--- config.mk ---
export PLATFORM = sky130hd
export DESIGN_NAME = overlay_pixel_gen
export DESIGN_NICKNAME = d
export VERILOG_FILES = /design/src/rtl/overlay_pkg.sv /design/src/rtl/overlay_box_cmp.sv /design/src/rtl/overlay_pixel_gen.sv
export SDC_FILE = /design/constraint.sdc
export NUM_CORES = 1
export LEC_CHECK = 0
export ABC_CLOCK_PERIOD_IN_PS = 6100
export CORE_ASPECT_RATIO = 1.1
export CORE_MARGIN = 5
export CORE_UTILIZATION = 65
export DETAILED_ROUTE_END_ITERATION = 7
export DONT_BUFFER_PORTS = 1
export PLACE_DENSITY = 0.82
export SYNTH_ARGS = -nofsm -noshare
export SYNTH_HDL_FRONTEND = slang
export SYNTH_SLANG_ARGS = --single-unit
--- constraint.sdc ---
create_clock -name clk -period 6.1 [get_ports clk]
set_input_delay 1.22 -clock clk [delete_from_list [all_inputs] [get_ports clk]]
set_output_delay 1.22 -clock clk [all_outputs]
set_load 0.01 [all_outputs]
--- src/rtl/overlay_pkg.sv ---
// Shared types and constants for the overlay pixel generator.
//   rgb_t        : 24-bit {r,g,b} pixel
//   pos_state_t  : raster position FSM states
//   BAR_COLOURS  : colour-bar palette, index 0 (left) .. 7 (right)
//   blend_half   : per-channel (a+b)>>1 with 9-bit intermediate sum
package overlay_pkg;

  localparam int unsigned H_ACTIVE  = 1920;
  localparam int unsigned V_ACTIVE  = 1080;
  localparam int unsigned BAR_W     = 240;
  localparam int unsigned BORDER_W  = 2;
  localparam int unsigned NUM_BARS  = 8;
  localparam int unsigned CW        = 12;  // coordinate / geometry width
  localparam int unsigned BAR_CNT_W = 8;   // intra-bar pixel counter
  localparam int unsigned BAR_IDX_W = 3;   // bar index 0..7
  localparam int unsigned RGB_W     = 24;

  typedef struct packed {
    logic [7:0] r;
    logic [7:0] g;
    logic [7:0] b;
  } rgb_t;

  typedef enum logic [1:0] {
    ST_V_BLANK   = 2'd0,
    ST_LINE_WAIT = 2'd1,
    ST_ACTIVE    = 2'd2
  } pos_state_t;

  // White, yellow, cyan, green, magenta, red, blue, black.
  localparam logic [RGB_W-1:0] BAR_COLOURS [NUM_BARS] = '{
    24'hFFFFFF, 24'hFFFF00, 24'h00FFFF, 24'h00FF00,
    24'hFF00FF, 24'hFF0000, 24'h0000FF, 24'h000000
  };

  function automatic rgb_t blend_half(input rgb_t a, input rgb_t b);
    logic [8:0] sr;
    logic [8:0] sg;
    logic [8:0] sb;
    rgb_t       res;
    sr    = 9'(a.r) + 9'(b.r);
    sg    = 9'(a.g) + 9'(b.g);
    sb    = 9'(a.b) + 9'(b.b);
    res.r = sr[8:1];
    res.g = sg[8:1];
    res.b = sb[8:1];
    return res;
  endfunction

endpackage

--- src/rtl/overlay_box_cmp.sv ---
// Registered overlay hit test for the pixel at (x, y).
//   clk, reset_n          : pixel clock, async active-low reset
//   x, y                  : active-area position of the current pixel
//   box_x/box_y/box_w/box_h : shadowed overlay geometry (w or h = 0 disables)
//   in_box                : pixel lies inside the overlay rectangle
//   on_border             : pixel lies inside the rectangle and on its border
module overlay_box_cmp
  import overlay_pkg::*;
(
  input  logic          clk,
  input  logic          reset_n,
  input  logic [CW-1:0] x,
  input  logic [CW-1:0] y,
  input  logic [CW-1:0] box_x,
  input  logic [CW-1:0] box_y,
  input  logic [CW-1:0] box_w,
  input  logic [CW-1:0] box_h,
  output logic          in_box,
  output logic          on_border
);

  // One extra bit so box_x+box_w past the screen edge cannot wrap.
  localparam int unsigned EW = CW + 1;

  logic [EW-1:0] x_e, y_e;
  logic [EW-1:0] right_e, bottom_e;
  logic          in_x, in_y, near_x, near_y, thin;
  logic          hit_c, edge_c;

  always_comb begin
    x_e      = EW'(x);
    y_e      = EW'(y);
    right_e  = EW'(box_x) + EW'(box_w);
    bottom_e = EW'(box_y) + EW'(box_h);
    in_x     = (x_e >= EW'(box_x)) && (x_e < right_e);
    in_y     = (y_e >= EW'(box_y)) && (y_e < bottom_e);
    // Far-edge test written as x+BORDER_W >= right to avoid underflow.
    near_x   = (x_e < EW'(box_x) + EW'(BORDER_W)) || (x_e + EW'(BORDER_W) >= right_e);
    near_y   = (y_e < EW'(box_y) + EW'(BORDER_W)) || (y_e + EW'(BORDER_W) >= bottom_e);
    thin     = (box_w <= CW'(2 * BORDER_W)) || (box_h <= CW'(2 * BORDER_W));
    hit_c    = in_x && in_y;
    edge_c   = hit_c && (thin || near_x || near_y);
  end

  always_ff @(posedge clk or negedge reset_n) begin
    if (!reset_n) begin
      in_box    <= 1'b0;
      on_border <= 1'b0;
    end else begin
      in_box    <= hit_c;
      on_border <= edge_c;
    end
  end

endmodule

--- src/rtl/overlay_pixel_gen.sv ---
// Colour-bar + overlay-box pixel generator behind the 1080p timing generator.
//   clk, reset_n            : pixel clock, async active-low reset
//   in_de/in_hs/in_vs       : timing from the generator
//   box_x/box_y/box_w/box_h : overlay geometry (sampled at in_vs rise)
//   box_rgb, border_rgb     : overlay fill / border colour (sampled at in_vs rise)
//   blend_en                : 50 % blend of fill over bars (sampled at in_vs rise)
//   vga_de/vga_hs/vga_vs    : timing delayed 2 cycles
//   vga_r/vga_g/vga_b       : pixel colour, 0 outside active video
//   frame_start             : one-cycle pulse after in_vs rises
module overlay_pixel_gen
  import overlay_pkg::*;
(
  input  logic             clk,
  input  logic             reset_n,
  input  logic             in_de,
  input  logic             in_hs,
  input  logic             in_vs,
  input  logic [CW-1:0]    box_x,
  input  logic [CW-1:0]    box_y,
  input  logic [CW-1:0]    box_w,
  input  logic [CW-1:0]    box_h,
  input  logic [RGB_W-1:0] box_rgb,
  input  logic [RGB_W-1:0] border_rgb,
  input  logic             blend_en,
  output logic             vga_de,
  output logic             vga_hs,
  output logic             vga_vs,
  output logic [7:0]       vga_r,
  output logic [7:0]       vga_g,
  output logic [7:0]       vga_b,
  output logic             frame_start
);

  pos_state_t           state;
  logic                 vs_prev;
  logic                 vs_rise;
  logic [CW-1:0]        x_q, y_q;
  logic [BAR_CNT_W-1:0] bar_cnt_q;
  logic [BAR_IDX_W-1:0] bar_idx_q;

  logic [CW-1:0]        pix_x, pix_y;
  logic [BAR_CNT_W-1:0] pix_cnt;
  logic [BAR_IDX_W-1:0] pix_idx;

  logic [CW-1:0]        sh_box_x, sh_box_y, sh_box_w, sh_box_h;
  rgb_t                 sh_box_rgb, sh_border_rgb;
  logic                 sh_blend;

  logic                 s1_de, s1_hs, s1_vs;
  logic [BAR_IDX_W-1:0] s1_bar;
  logic                 s1_in_box, s1_on_border;

  rgb_t                 bar_rgb_c, pix_rgb_c;

  assign vs_rise = in_vs && !vs_prev;

  // Position of the pixel currently presented on the inputs.
  always_comb begin
    pix_x   = '0;
    pix_y   = y_q;
    pix_cnt = '0;
    pix_idx = '0;
    if (vs_rise) begin
      pix_y = '0;
    end else if (state == ST_ACTIVE) begin
      pix_x = (x_q == CW'(H_ACTIVE - 1)) ? x_q : x_q + CW'(1);
      if (bar_cnt_q == BAR_CNT_W'(BAR_W - 1)) begin
        pix_idx = (bar_idx_q == BAR_IDX_W'(NUM_BARS - 1)) ? bar_idx_q
                                                           : bar_idx_q + BAR_IDX_W'(1);
      end else begin
        pix_cnt = bar_cnt_q + BAR_CNT_W'(1);
        pix_idx = bar_idx_q;
      end
    end
  end

  // Raster position FSM.
  always_ff @(posedge clk or negedge reset_n) begin
    if (!reset_n) begin
      state     <= ST_V_BLANK;
      vs_prev   <= 1'b0;
      x_q       <= '0;
      y_q       <= '0;
      bar_cnt_q <= '0;
      bar_idx_q <= '0;
    end else begin
      vs_prev <= in_vs;
      if (vs_rise) begin
        state     <= ST_V_BLANK;
        x_q       <= '0;
        y_q       <= '0;
        bar_cnt_q <= '0;
        bar_idx_q <= '0;
      end else begin
        case (state)
          ST_V_BLANK, ST_LINE_WAIT: begin
            if (in_de) begin
              state     <= ST_ACTIVE;
              x_q       <= pix_x;
              bar_cnt_q <= pix_cnt;
              bar_idx_q <= pix_idx;
            end
          end
          ST_ACTIVE: begin
            if (in_de) begin
              x_q       <= pix_x;
              bar_cnt_q <= pix_cnt;
              bar_idx_q <= pix_idx;
            end else begin
              state <= ST_LINE_WAIT;
              y_q   <= (y_q == CW'(V_ACTIVE - 1)) ? y_q : y_q + CW'(1);
            end
          end
          default: state <= ST_V_BLANK;
        endcase
      end
    end
  end

  // Overlay settings only change at frame boundaries.
  always_ff @(posedge clk or negedge reset_n) begin
    if (!reset_n) begin
      sh_box_x      <= '0;
      sh_box_y      <= '0;
      sh_box_w      <= '0;
      sh_box_h      <= '0;
      sh_box_rgb    <= '0;
      sh_border_rgb <= '0;
      sh_blend      <= 1'b0;
    end else if (vs_rise) begin
      sh_box_x      <= box_x;
      sh_box_y      <= box_y;
      sh_box_w      <= box_w;
      sh_box_h      <= box_h;
      sh_box_rgb    <= box_rgb;
      sh_border_rgb <= border_rgb;
      sh_blend      <= blend_en;
    end
  end

  // Stage 1: timing, bar index and frame pulse.
  always_ff @(posedge clk or negedge reset_n) begin
    if (!reset_n) begin
      s1_de       <= 1'b0;
      s1_hs       <= 1'b0;
      s1_vs       <= 1'b0;
      s1_bar      <= '0;
      frame_start <= 1'b0;
    end else begin
      s1_de       <= in_de;
      s1_hs       <= in_hs;
      s1_vs       <= in_vs;
      s1_bar      <= pix_idx;
      frame_start <= vs_rise;
    end
  end

  overlay_box_cmp u_box_cmp (
    .clk       (clk),
    .reset_n   (reset_n),
    .x         (pix_x),
    .y         (pix_y),
    .box_x     (sh_box_x),
    .box_y     (sh_box_y),
    .box_w     (sh_box_w),
    .box_h     (sh_box_h),
    .in_box    (s1_in_box),
    .on_border (s1_on_border)
  );

  // Stage 2 colour select: border > fill (opaque or blended) > bar.
  always_comb begin
    bar_rgb_c = BAR_COLOURS[s1_bar];
    pix_rgb_c = bar_rgb_c;
    if (s1_on_border) begin
      pix_rgb_c = sh_border_rgb;
    end else if (s1_in_box) begin
      pix_rgb_c = sh_blend ? blend_half(sh_box_rgb, bar_rgb_c) : sh_box_rgb;
    end
  end

  always_ff @(posedge clk or negedge reset_n) begin
    if (!reset_n) begin
      vga_de <= 1'b0;
      vga_hs <= 1'b0;
      vga_vs <= 1'b0;
      vga_r  <= '0;
      vga_g  <= '0;
      vga_b  <= '0;
    end else begin
      vga_de <= s1_de;
      vga_hs <= s1_hs;
      vga_vs <= s1_vs;
      vga_r  <= s1_de ? pix_rgb_c.r : 8'h00;
      vga_g  <= s1_de ? pix_rgb_c.g : 8'h00;
      vga_b  <= s1_de ? pix_rgb_c.b : 8'h00;
    end
  end

endmodule

==> Implementation_results.wiki, run 1 <==
{| class="wikitable"
! Metric !! Value
|-
| Most common cell after layout, fill and taps aside || sky130_fd_sc_hd__nand2_1
|-
| Average cell area after synthesis || 8.74 um^2
|-
| CP Cell Sequence || nand2b_4 > buf_4 > nand2_1 > inv_1 > ha_1 > and3_1 > nand3_1 > nor2_1 > nand3_1 > xnor2_1 > ha_1 > nor2b_1 > o21ai_0 > o2111ai_1 > nor4_1 > a21boi_1
|-
| Final antenna-violating net count || 0
|-
| Outcome || complete, no violations
|-
| Final number of max-transition violations || 0
|-
| XOR/XNOR share of the synthesized area || around 5.9%
|-
| Routed vias || 9,881
|-
| Post-route DRC || 0
|-
| Maximum number of pins on one net before global-route repair || 171
|-
| Initial cell density of the core || 65.5%
|-
| Maximum operating frequency || 245 MHz
|-
| DP HPWL || between 20,000 and 25,000 um
|-
| Final Hold Violating Endpoints || 0
|-
| Number of nets in the synthesized netlist || 1,619
|-
| PnR Total Power || between 0.003 and 0.004 W
|-
| Clock transition at path regs || approximately 0.070 ns
|-
| Yosys cell types || 80
|-
| Post-route clock skew || 0.0119 ns
|-
| Share of synthesized area spent on multiplexers || 1.13%
|-
| Post-synthesis instance total || 1,365
|-
| Worst min-delay path category || reg2reg
|-
| Number of inserted diodes || 0
|-
| Buffers plus inverters on the worst setup path || 2
|-
| Primary FF master, synth || sky130_fd_sc_hd__dfrtp_1
|-
| Required arrival time at the worst endpoint || 6.42 ns
|-
| Worst setup SP type || primary input
|-
| Die Footprint || 0.0212 mm^2
|-
| Area of the core region || approximately 0.018 mm^2
|-
| Start point of the critical path || in_vs
|-
| Transition at the pin with the smallest max-transition slack || just over 0.9 ns
|-
| Remaining Overflow, GRT || 0
|-
| Largest family of logic cells by synthesized area || simple AND/OR/NAND/NOR gates
|-
| Bufs on Longest Clock Path || 2
|-
| Final-layout setup total negative slack || 0 ns
|-
| Post-CTS Hold Buffers || 0
|-
| Post-layout instance count excluding filler cells || 1,598
|-
| Clock latency on the worst-skew pair || 0.45 ns
|-
| Routed length per instance || 18.2 um
|-
| Most used routing layer in global routing || met2
|-
| Synth-to-layout area growth || 6.51%
|-
| RePlAce Congestion || 0.895
|-
| Commonest cells after routing, fill and taps aside || 289 x sky130_fd_sc_hd__nand2_1, 170 x sky130_fd_sc_hd__dfrtp_1, 147 x sky130_fd_sc_hd__ha_1
|-
| Clock tree root buffer cell || sky130_fd_sc_hd__clkbuf_16
|-
| Sort of element at the end of the critical path || register
|-
| Depth of the CTS H-tree || 4
|-
| Vias/cell || 6.18
|-
| Gate family responsible for the most delay along the worst path || simple AND/OR/NAND/NOR gates
|-
| Area share of fa/ha/maj cells after synthesis || between 10% and 20%
|-
| Post-synthesis cell area || 0.0119 mm^2
|-
| DRT iter0 DRCs || just under 800
|-
| HP Start || s1_hs
|-
| Total of fill cells in the finished design || 1,456
|-
| Crit path time final || 4.07 ns
|-
| Part of the cycle the worst path needs || 66.8%
|-
| Standby leakage power || around 6.2 nW
|-
| Critical register-to-register path startpoint || x_q[0]
|-
| Number of warnings issued by yosys || 0
|-
| Post-route design area || 0.0127 mm^2
|-
| Setup-violating endpoint count in the final report || 0
|-
| Number of top-level pins || 130
|-
| Global-route wire length before repair || 47,900 um
|-
| Die X-Extent || 139 um
|-
| Post-CTS Resized || 0
|-
| Number of optimization iterations in the first detailed-route pass || 5
|-
| Clock sink count || 170
|-
| Fraction of the mapped netlist area in simple logic gates || 20.9%
|-
| Slowest stage cell on the critical path || sky130_fd_sc_hd__buf_4
|-
| Post-synth EDFFs || 0
|-
| Worst VDD drop || 216 uV
|-
| Power density over the cells || 262 mW/mm^2
|-
| Clock tree from TritonCTS || built
|-
| Routed WL || 29,000 um
|-
| Count of port buffers added during placement || 0
|-
| Ys async rst share || 100%
|-
| Synthesis-stage register bit count || 170
|-
| Placed cell areas || approximately 0.012 mm^2
|-
| Ratio of cells with drive above 1 in the final layout || under 10%
|-
| Worst slew margin || a little under two fifths
|-
| Count of buffers added by post-CTS timing repair for setup || 0
|-
| Complex-gate fraction of the synthesized area || 16.6%
|-
| Largest fanout of any net on the critical path || 62
|-
| Total Nets Final || 1,596
|-
| Core Util, Final || 69.7%
|-
| Vert. Die Dim || approximately 150 um
|-
| Maximum capacitance violations || 0
|-
| Peak per-stage delay on the critical path || about 0.61 ns
|-
| Number of antenna violations at the first check in global routing || 0
|-
| Standard-cell rows || 52
|-
| Num CTS Buffers || 17
|-
| Cell count after placement || 1,566
|-
| Met2 Usage GRT || 46.4%
|-
| Data arrival, critical path || 4.39 ns
|-
| Area used by sequential logic in the layout || 0.00425 mm^2
|-
| Sequential cell area fraction in the yosys report || 35.7%
|-
| GR Util met1 || 35.3%
|-
| Setup Crit Path Kind || in2reg
|-
| Overall global routing resource usage || ~27%
|-
| Via count of the first global-routing pass || 9,799
|-
| Area occupied by multi-input gates || 0.00725 mm^2
|-
| Met3 capacity usage during global routing || approximately 4.2%
|-
| Unrepaired setup endpoints after global routing || no
|}
-- worst paths after layout --
| kind | end | slack (ns) | depth (start not counted) |
|---|---|---|---|
| setup / recovery | u_box_cmp.on_border | 2.03 | 16 |
| hold / removal | vga_hs | 0.36 | 0 |
| setup reg to reg | u_box_cmp.on_border | 2.20 | 18 |
| hold reg to reg | vga_hs | 0.36 | 0 |
| max in group asynchronous | sh_box_y[6] | 5.34 | 0 |
| min in group asynchronous | bar_cnt_q[1] | 0.47 | 0 |
-- sequential cells by signal (all words and copies together), names as in the netlist, 2 cells and up --
signal and cells:
vga_g 8, sh_box_y 12, y_q 12, sh_box_x 12
sh_box_rgb 24, s1_bar 3, sh_box_h 12, state 2
sh_border_rgb 24, x_q 12, bar_idx_q 3, bar_cnt_q 8
sh_box_w 12, vga_r 8, vga_b 8
-- logic make-up (layout without fill, tap and decap cells) --
logic type,count (synthesis),after routing
AND/OR/NAND/NOR,538,538
XOR/XNOR,81,81
AO/OA/AOI/OAI,302,302
multiplexers,13,13
buffers and inverters,109,99
flip-flops,170,170
adder cells (fa/ha/maj),152,152
-- area by class of cell --
cell class / count / area share [%]
sequential: 170 / 33.5
clock inverter: 14 / 1.43
tap: 243 / 2.39
multi-input combinational: 1086 / 57.1
clock buffer: 18 / 3.38
timing repair buffer: 4 / 0.335
inverter: 63 / 1.88
-- per-stage QoR --
stage | hold WS [ns] | worst slack, ns
3_3_place_gp | 0.332 | 1.69
5_1_grt | 0.393 | 1.70
4_1_cts | 0.362 | 2.02
2_1_floorplan | 0.331 | 1.99
6_report | 0.360 | 2.03
3_5_place_dp | 0.338 | 1.56
-- report_power, final --
| group | leakage [nW] | switching (W) | internal (W) | total, W |
|---|---|---|---|---|
| sequential | 2.14 | 0.0000985 | 0.00122 | 0.00132 |
| clock | 0.296 | 0.000500 | 0.000655 | 0.00115 |
| combinational | 3.76 | 0.000501 | 0.000355 | 0.000856 |
-- worst register-to-register path: stages, from the launching register on --
cell and delay, ns:
sky130_fd_sc_hd__dfrtp_1 0.42, sky130_fd_sc_hd__ha_1 0.22, sky130_fd_sc_hd__and2_2 0.23, sky130_fd_sc_hd__nand4_4 0.16
sky130_fd_sc_hd__mux2i_1 0.17, sky130_fd_sc_hd__nand2b_1 0.19, sky130_fd_sc_hd__inv_1 0.16, sky130_fd_sc_hd__ha_1 0.23
sky130_fd_sc_hd__nand3_2 0.11, sky130_fd_sc_hd__or3b_4 0.42, sky130_fd_sc_hd__nor3_2 0.20, sky130_fd_sc_hd__xor2_1 0.17
sky130_fd_sc_hd__ha_1 0.26, sky130_fd_sc_hd__nand4_1 0.12, sky130_fd_sc_hd__o22ai_1 0.10, sky130_fd_sc_hd__nor4_1 0.18
sky130_fd_sc_hd__o2111ai_1 0.15, sky130_fd_sc_hd__nor4_1 0.19, sky130_fd_sc_hd__a21boi_1 0.10
-- cells in the mapped netlist, drive strengths merged (26+ instances only) --
cell type	n	area [um^2]
a21o	26	195
a21oi	66	342
clkbuf	42	168
dfrtp	170	4250
ha	147	1840
inv	62	233
nand2	291	1110
nand3	37	195
nor2	74	280
nor3	32	180
o21ai	94	470
xnor2	54	473
xor2	27	236
-- per-layer routing --
metal	up-vias	wire, um
li1	4740	-
met1	4730	12200
met2	340	14300
met3	71	1490
met4	0	940
met5	-	0
No activity file was read; power rests on OpenSTA's default activity.
==> run 2: changes to the inputs <==
--- a/config.mk
+++ b/config.mk
@@ -5,7 +5,7 @@
 export SDC_FILE = /design/constraint.sdc
 export NUM_CORES = 1
 export LEC_CHECK = 0
-export ABC_CLOCK_PERIOD_IN_PS = 6100
+export ABC_CLOCK_PERIOD_IN_PS = 3900
 export CORE_ASPECT_RATIO = 1.1
 export CORE_MARGIN = 5
 export CORE_UTILIZATION = 65
==> constraint.sdc (replaced) <==
create_clock -name clk -period 3.9 [get_ports clk]
set_input_delay 0.78 -clock clk [delete_from_list [all_inputs] [get_ports clk]]
set_output_delay 0.78 -clock clk [all_outputs]
set_load 0.01 [all_outputs]
==> run 2 against run 1 <==
First-iteration DRC count fell by 0.13%. Sequential cell count did not move. Hold slack got worse by 0.33 ns. Clock power rose by 41%. Critical path depth rose by 1. Power rose by 52%. Final area rose by 1.7%. Clock-buffer cell count rose by 3. Final cell count rose by 1.8%. Critical path type is now reg2reg. Largest power group unchanged.
==> Implementation_results.wiki, run 2 (same netlist as run 1, synthesis figures left out) <==
{| class="wikitable"
! Metric !! Value
|-
| Ratio of cells with drive above 1 in the final layout || 8.17% (+2.8 points)
|-
| Worst min-delay path category || in2async
|-
| Num CTS Buffers || 17 (unchanged)
|-
| Worst VDD drop || 354 uV (+64%)
|-
| Global-route wire length before repair || 49,000 um (+2.4%)
|-
| Buffers plus inverters on the worst setup path || 1 (-1)
|-
| Maximum capacitance violations || 0 (unchanged)
|-
| Final-layout setup total negative slack || 0 ns (unchanged)
|-
| Routed WL || 29,700 um (+2.2%)
|-
| Final Hold Violating Endpoints || 0 (unchanged)
|-
| Slowest stage cell on the critical path || sky130_fd_sc_hd__or3b_4
|-
| Setup-violating endpoint count in the final report || 0 (unchanged)
|-
| Overall global routing resource usage || 27.8% (+0.41 points)
|-
| Number of antenna violations at the first check in global routing || 0 (unchanged)
|-
| Remaining Overflow, GRT || 0 (unchanged)
|-
| Standby leakage power || 6.32 nW (+1.9%)
|-
| DRT iter0 DRCs || 782 (-0.13%)
|-
| Transition at the pin with the smallest max-transition slack || 0.775 ns (-0.158 ns)
|-
| Number of top-level pins || 130 (unchanged)
|-
| Gate family responsible for the most delay along the worst path || simple AND/OR/NAND/NOR gates
|-
| Synth-to-layout area growth || 8.34%
|-
| Largest fanout of any net on the critical path || 4 (-94%)
|-
| Number of inserted diodes || 0 (unchanged)
|-
| Clock sink count || 170 (unchanged)
|-
| Number of optimization iterations in the first detailed-route pass || 5 (unchanged)
|-
| Commonest cells after routing, fill and taps aside || 289 x sky130_fd_sc_hd__nand2_1, 167 x sky130_fd_sc_hd__dfrtp_1, 145 x sky130_fd_sc_hd__ha_1
|-
| Peak per-stage delay on the critical path || 0.44 ns (-0.17 ns)
|-
| Critical path's most frequent cell || sky130_fd_sc_hd__nor4_1
|-
| Crit path time final || 3.75 ns
|-
| Outcome || complete, no violations
|-
| Data arrival, critical path || 4.06 ns (-0.33 ns)
|-
| Placed cell areas || 0.0122 mm^2 (+0.70%)
|-
| Worst slew margin || 48.4% (+11 points)
|-
| Area of the core region || 0.0182 mm^2 (unchanged)
|-
| PnR Total Power || 0.00506 W (+52%)
|-
| Part of the cycle the worst path needs || 96.2%
|-
| Die X-Extent || 139 um (unchanged)
|-
| Clock tree root buffer cell || sky130_fd_sc_hd__clkbuf_16
|-
| Post-route DRC || 0 (unchanged)
|-
| Largest registers || sh_border_rgb (24), sh_box_rgb (24)
|-
| Routed vias || 10,000 (+1.5%)
|-
| Routed length per instance || 18.2 um (+0.46%)
|-
| Post-route clock skew || 0.0101 ns (-0.00182 ns)
|-
| Required arrival time at the worst endpoint || 4.21 ns (-2.21 ns)
|-
| Bufs on Longest Clock Path || 2 (unchanged)
|-
| Via count of the first global-routing pass || 9,963 (+1.7%)
|-
| Post-CTS Hold Buffers || 0 (unchanged)
|-
| Final antenna-violating net count || 0 (unchanged)
|-
| Vias/cell || 6.17 (-0.24%)
|-
| Vert. Die Dim || 152 um (unchanged)
|-
| Hold Slack || 0.0328 ns (-0.327 ns)
|-
| DP HPWL || 21,600 um (+3.1%)
|-
| Initial cell density of the core || 65.5% (unchanged)
|-
| CP Cell Sequence || ha_2 > and2_4 > nand4_4 > buf_4 > a21oi_2 > ha_4 > nand3_2 > or3b_4 > nor3_4 > xor2_1 > ha_1 > nand4_1 > o22ai_1 > nor4_1 > o2111ai_1 > nor4_1 > a21boi_1
|-
| Most common cell after layout, fill and taps aside || sky130_fd_sc_hd__nand2_1
|-
| Count of port buffers added during placement || 0 (unchanged)
|-
| Maximum operating frequency || 267 MHz
|-
| Sort of element at the end of the critical path || register
|-
| Worst setup SP type || register
|-
| Clock latency on the worst-skew pair || 0.44 ns (about the same)
|-
| Depth of the CTS H-tree || 4 (unchanged)
|-
| Total Nets Final || 1,624 (+1.8%)
|-
| Power density over the cells || 392 mW/mm^2 (+49%)
|-
| Standard-cell rows || 52 (unchanged)
|-
| Clock tree from TritonCTS || built
|-
| RePlAce Congestion || 0.912 (+1.9%)
|-
| Clock transition at path regs || 0.07 ns (about the same)
|-
| Post-route design area || 0.0129 mm^2 (+1.7%)
|-
| Final number of max-transition violations || 0 (unchanged)
|-
| Maximum number of pins on one net before global-route repair || 171 (unchanged)
|-
| Die Footprint || 0.0212 mm^2 (unchanged)
|-
| Setup Crit Path Kind || reg2reg
|}
==> run 2: changes by cell type in the layout (fill, tap and decap cells not counted), moves of 3 or more <==
| cell | before | now |
|---|---|---|
| sky130_fd_sc_hd__buf_4 | 3 | 32 |
| sky130_fd_sc_hd__bufinv_16 | 3 | 0 |
| sky130_fd_sc_hd__clkbuf_8 | 0 | 3 |
| sky130_fd_sc_hd__dfrtp_1 | 170 | 167 |
| sky130_fd_sc_hd__dfrtp_2 | 0 | 3 |
==> run 2: area by class of cell <==
type / instances / area [um^2]
clock buffer: 21 / 470
fill: 1382 / 5300
multi-input combinational: 1086 / 7320
inverter: 63 / 241
timing repair buffer: 32 / 240
tap: 243 / 304
clock inverter: 11 / 87.6
sequential: 170 / 4260
==> run 2: what timing repair did <==
action                     in CTS  in global routing
buffers inserted                0                 15
setup endpoints to repair       0                  1
resized for setup               0                 18
==> run 2: per-layer routing <==
layer  up-vias  track usage (%)  share of wire, %
met3        75             4.56               6.0
met5         -                0                 0
met2       372             46.9                50
met4         0             10.7               3.2
li1       4806                -                 -
met1      4777             35.9                41
==> run 2: per-stage QoR <==
| step | utilization (%) | worst slack [ns] | cells |
|---|---|---|---|
| 2_1_floorplan | - | 0.235 | 1365 |
| 3_3_place_gp | 66.8 | 0.200 | 1579 |
| 3_5_place_dp | 66.8 | 0.0568 | 1579 |
| 4_1_cts | 69.9 | 0.0348 | 1611 |
| 5_1_grt | 70.9 | -0.0324 | 1626 |
| 6_report | 70.9 | 0.148 | 1626 |
==> run 2: path summary, 6_finish.rpt <==
path | endpoint | cells past startpoint | slack [ns] | start
min reg2reg | vga_hs | 0 | 0.36 | s1_hs
max reg2reg | u_box_cmp.on_border | 17 | 0.15 | x_q[1]
min in group clk | vga_hs | 0 | 0.36 | s1_hs
min | x_q[4] | 0 | 0.03 | reset_n
max in group asynchronous | sh_box_w[11] | 0 | 3.69 | reset_n
max | u_box_cmp.on_border | 17 | 0.15 | x_q[1]
==> run 2: power breakdown <==
part / switching [W] / internal [W] / leakage, nW / total (W)
sequential: 0.000155 / 0.00192 / 2.14 / 0.00207
clock: 0.000747 / 0.000874 / 0.263 / 0.00162
combinational: 0.000795 / 0.000576 / 3.92 / 0.00137
total: 0.00170 / 0.00337 / 6.32 / 0.00506
==> run 3: changes to the inputs <==
--- a/config.mk
+++ b/config.mk
@@ -6,12 +6,15 @@
 export NUM_CORES = 1
 export LEC_CHECK = 0
 export ABC_CLOCK_PERIOD_IN_PS = 3900
+export CAP_MARGIN = 5
 export CORE_ASPECT_RATIO = 1.1
 export CORE_MARGIN = 5
 export CORE_UTILIZATION = 65
 export DETAILED_ROUTE_END_ITERATION = 7
 export DONT_BUFFER_PORTS = 1
 export PLACE_DENSITY = 0.82
+export REMOVE_ABC_BUFFERS = 1
+export SETUP_SLACK_MARGIN = 0.2
 export SYNTH_ARGS = -nofsm -noshare
 export SYNTH_HDL_FRONTEND = slang
 export SYNTH_SLANG_ARGS = --single-unit
==> run 3 against run 2 <==
First-iteration DRC count fell by 31%. Via count down 1.6%. Clock skew is 0.0025 ns higher. Global-route usage is 1.1 points lower. Sequential power is essentially flat. Setup slack improved by 0.069 ns. Critical path type unchanged. Largest power group unchanged.
==> Implementation_results.wiki, run 3 (same netlist as run 1, synthesis figures left out) <==
{| class="wikitable"
! Metric !! Value
|-
| Bufs on Longest Clock Path || 2 (unchanged)
|-
| Buffers plus inverters on the worst setup path || 1 (unchanged)
|-
| Maximum operating frequency || 272 MHz (+1.9%)
|-
| Die X-Extent || 139 um (unchanged)
|-
| Vias/cell || 6.08 (-1.5%)
|-
| Remaining Overflow, GRT || 0 (unchanged)
|-
| Commonest cells after routing, fill and taps aside || 289 x sky130_fd_sc_hd__nand2_1, 169 x sky130_fd_sc_hd__dfrtp_1, 145 x sky130_fd_sc_hd__ha_1
|-
| Initial cell density of the core || 65.5% (unchanged)
|-
| Routed WL || 27,700 um (-6.4%)
|-
| Met2 wirelength from detailed routing || 13,600 um (-7.6%)
|-
| Post-CTS Hold Buffers || 0 (unchanged)
|-
| CP Cell Sequence || and4bb_4 > nand4_4 > mux2i_4 > nand2b_4 > inv_2 > ha_4 > nand3_2 > or3b_4 > nor3_2 > xor2_1 > ha_1 > nand4_1 > o22ai_1 > nor4_1 > o2111ai_1 > nor4_1 > a21boi_1
|-
| Area of the core region || 0.0182 mm^2 (unchanged)
|-
| Required arrival time at the worst endpoint || 4.20 ns (about the same)
|-
| Routed vias || 9,865 (-1.6%)
|-
| RePlAce Congestion || 0.876 (-4.0%)
|-
| Die Footprint || 0.0212 mm^2 (unchanged)
|-
| Crit path time final || 3.68 ns (-0.0692 ns)
|-
| Detailed-routing wirelength on met1 || 12,000 um (-1.9%)
|-
| Critical path's most frequent cell || sky130_fd_sc_hd__nor4_1
|-
| Post-route clock skew || 0.0125 ns (+0.00247 ns)
|-
| DP HPWL || 20,200 um (-6.7%)
|-
| Transition at the pin with the smallest max-transition slack || 0.964 ns (+0.190 ns)
|-
| Area used by sequential logic in the layout || 0.00426 mm^2 (about the same)
|-
| Synth-to-layout area growth || 8.26% (about the same)
|-
| Worst slew margin || 35.7% (-13 points)
|-
| Final Hold Violating Endpoints || 0 (unchanged)
|-
| Peak per-stage delay on the critical path || 0.41 ns (-0.03 ns)
|-
| Number of inserted diodes || 0 (unchanged)
|-
| Setup Crit Path Kind || reg2reg
|-
| Overall global routing resource usage || 26.7% (-1.1 points)
|-
| Count of port buffers added during placement || 0 (unchanged)
|-
| Ratio of cells with drive above 1 in the final layout || 7.83% (-0.34 points)
|-
| Part of the cycle the worst path needs || 94.4% (-1.8 points)
|-
| Gate family responsible for the most delay along the worst path || simple AND/OR/NAND/NOR gates
|-
| WL met3 || 1500 um (-15%)
|-
| Final antenna-violating net count || 0 (unchanged)
|-
| Clock transition at path regs || 0.06 ns (about the same)
|-
| Post-route DRC || 0 (unchanged)
|-
| Number of top-level pins || 130 (unchanged)
|-
| Outcome || complete, no violations
|-
| Clock latency on the worst-skew pair || 0.43 ns (about the same)
|-
| Largest fanout of any net on the critical path || 4 (unchanged)
|-
| Total of fill cells in the finished design || 1,410 (+2.0%)
|-
| Power density over the cells || 391 mW/mm^2 (-0.15%)
|-
| Slowest stage cell on the critical path || sky130_fd_sc_hd__or3b_4
|-
| Clock tree from TritonCTS || built
|-
| Highest metal layer with signal wires || met4
|-
| Largest registers || sh_border_rgb (24), sh_box_rgb (24)
|-
| Clock tree root buffer cell || sky130_fd_sc_hd__clkbuf_16
|-
| Most common cell after layout, fill and taps aside || sky130_fd_sc_hd__nand2_1
|-
| Worst min-delay path category || in2async
|-
| Global-route wire length before repair || 47,400 um (-3.3%)
|-
| Core Util, Final || 70.9% (about the same)
|-
| Standby leakage power || 6.28 nW (-0.50%)
|-
| Num CTS Buffers || 17 (unchanged)
|-
| Critical register-to-register path startpoint || x_q[7]
|-
| Final Worst Setup Slack || 0.217 ns (+0.0692 ns)
|-
| Setup-violating endpoint count in the final report || 0 (unchanged)
|-
| Routed length per instance || 17.1 um (-6.3%)
|-
| Depth of the CTS H-tree || 4 (unchanged)
|-
| Data arrival, critical path || 3.98 ns (-0.08 ns)
|-
| Area occupied by multi-input gates || 0.00732 mm^2 (about the same)
|-
| Vert. Die Dim || 152 um (unchanged)
|-
| Minimum setup slack after placement || 0.123 ns (+0.0662 ns)
|-
| Maximum number of pins on one net before global-route repair || 171 (unchanged)
|-
| Start point of the critical path || x_q[7]
|-
| Standard-cell rows || 52 (unchanged)
|-
| Worst VDD drop || 331 uV (-6.6%)
|-
| Unrepaired setup endpoints after global routing || yes
|-
| Number of antenna violations at the first check in global routing || 0 (unchanged)
|-
| Maximum capacitance violations || 0 (unchanged)
|-
| Via count of the first global-routing pass || 9,989 (+0.26%)
|-
| Worst setup SP type || register
|-
| Total Nets Final || 1,623 (-0.062%)
|-
| Sort of element at the end of the critical path || register
|-
| Final number of max-transition violations || 0 (unchanged)
|-
| Number of optimization iterations in the first detailed-route pass || 5 (unchanged)
|-
| DRT iter0 DRCs || 537 (-31%)
|-
| Clock sink count || 170 (unchanged)
|}
run 3: final cells by class:
| cell class | instances | area share, % |
|---|---|---|
| clock buffer | 18 | 3.40 |
| multi-input combinational | 1086 | 56.7 |
| timing repair buffer | 31 | 1.80 |
| inverter | 63 | 1.85 |
| sequential | 170 | 33.0 |
| clock inverter | 12 | 0.901 |
| tap | 243 | 2.35 |
run 3: what timing repair did:
action / in CTS / in global routing
setup endpoints to repair: 1 / 2
pin swaps: 8 / 8
resized for setup: 9 / 6
setup buffers: 7 / 2
run 3: power breakdown:
group	switching [W]	internal, W
combinational	0.000779	0.000581
clock	0.000737	0.000896
sequential	0.000142	0.00192
total	0.00166	0.00339
run 3: through the flow:
step | cells | hold slack (ns) | power (W) | setup TNS (ns) | instance area [um^2]
2_1_floorplan | 1319 | 0.331 | 0.00306 | -22.34 | 11700
5_1_grt | 1623 | 0.0296 | 0.00537 | 0 | 12900
3_3_place_gp | 1584 | 0.332 | 0.00333 | 0 | 12200
3_5_place_dp | 1584 | 0.343 | 0.00339 | 0 | 12200
4_1_cts | 1621 | 0.0355 | 0.00504 | 0 | 12900
6_report | 1623 | 0.0476 | 0.00505 | 0 | 12900
run 3: final timing paths:
path | endpoint | slack (ns) | depth (start not counted)
setup / recovery | u_box_cmp.on_border | 0.22 | 17
hold / removal | sh_border_rgb[1] | 0.05 | 0
setup reg to reg | u_box_cmp.on_border | 0.22 | 17
hold reg to reg | vga_hs | 0.36 | 0
max in group asynchronous | sh_box_x[2] | 3.62 | 0
min in group clk | vga_hs | 0.36 | 0
run 3: worst register-to-register path, stage by stage, from the launching register on:
cell                        delay (ns)
sky130_fd_sc_hd__dfrtp_1          0.37
sky130_fd_sc_hd__and4bb_4         0.36
sky130_fd_sc_hd__nand4_4          0.15
sky130_fd_sc_hd__mux2i_4          0.23
sky130_fd_sc_hd__nand2b_4         0.15
sky130_fd_sc_hd__inv_2            0.07
sky130_fd_sc_hd__ha_4             0.14
sky130_fd_sc_hd__nand3_2          0.09
sky130_fd_sc_hd__or3b_4           0.41
sky130_fd_sc_hd__nor3_2           0.13
sky130_fd_sc_hd__xor2_1           0.19
sky130_fd_sc_hd__ha_1             0.28
sky130_fd_sc_hd__nand4_1          0.13
sky130_fd_sc_hd__o22ai_1          0.10
sky130_fd_sc_hd__nor4_1           0.29
sky130_fd_sc_hd__o2111ai_1        0.15
sky130_fd_sc_hd__nor4_1           0.19
sky130_fd_sc_hd__a21boi_1         0.10
run 3: layer usage:
metal | global-route usage, % | vias up
met3 | 4.31 | 52
met2 | 45.7 | 298
met5 | 0 | -
met1 | 34.8 | 4715
met4 | 8.53 | 0
li1 | - | 4800
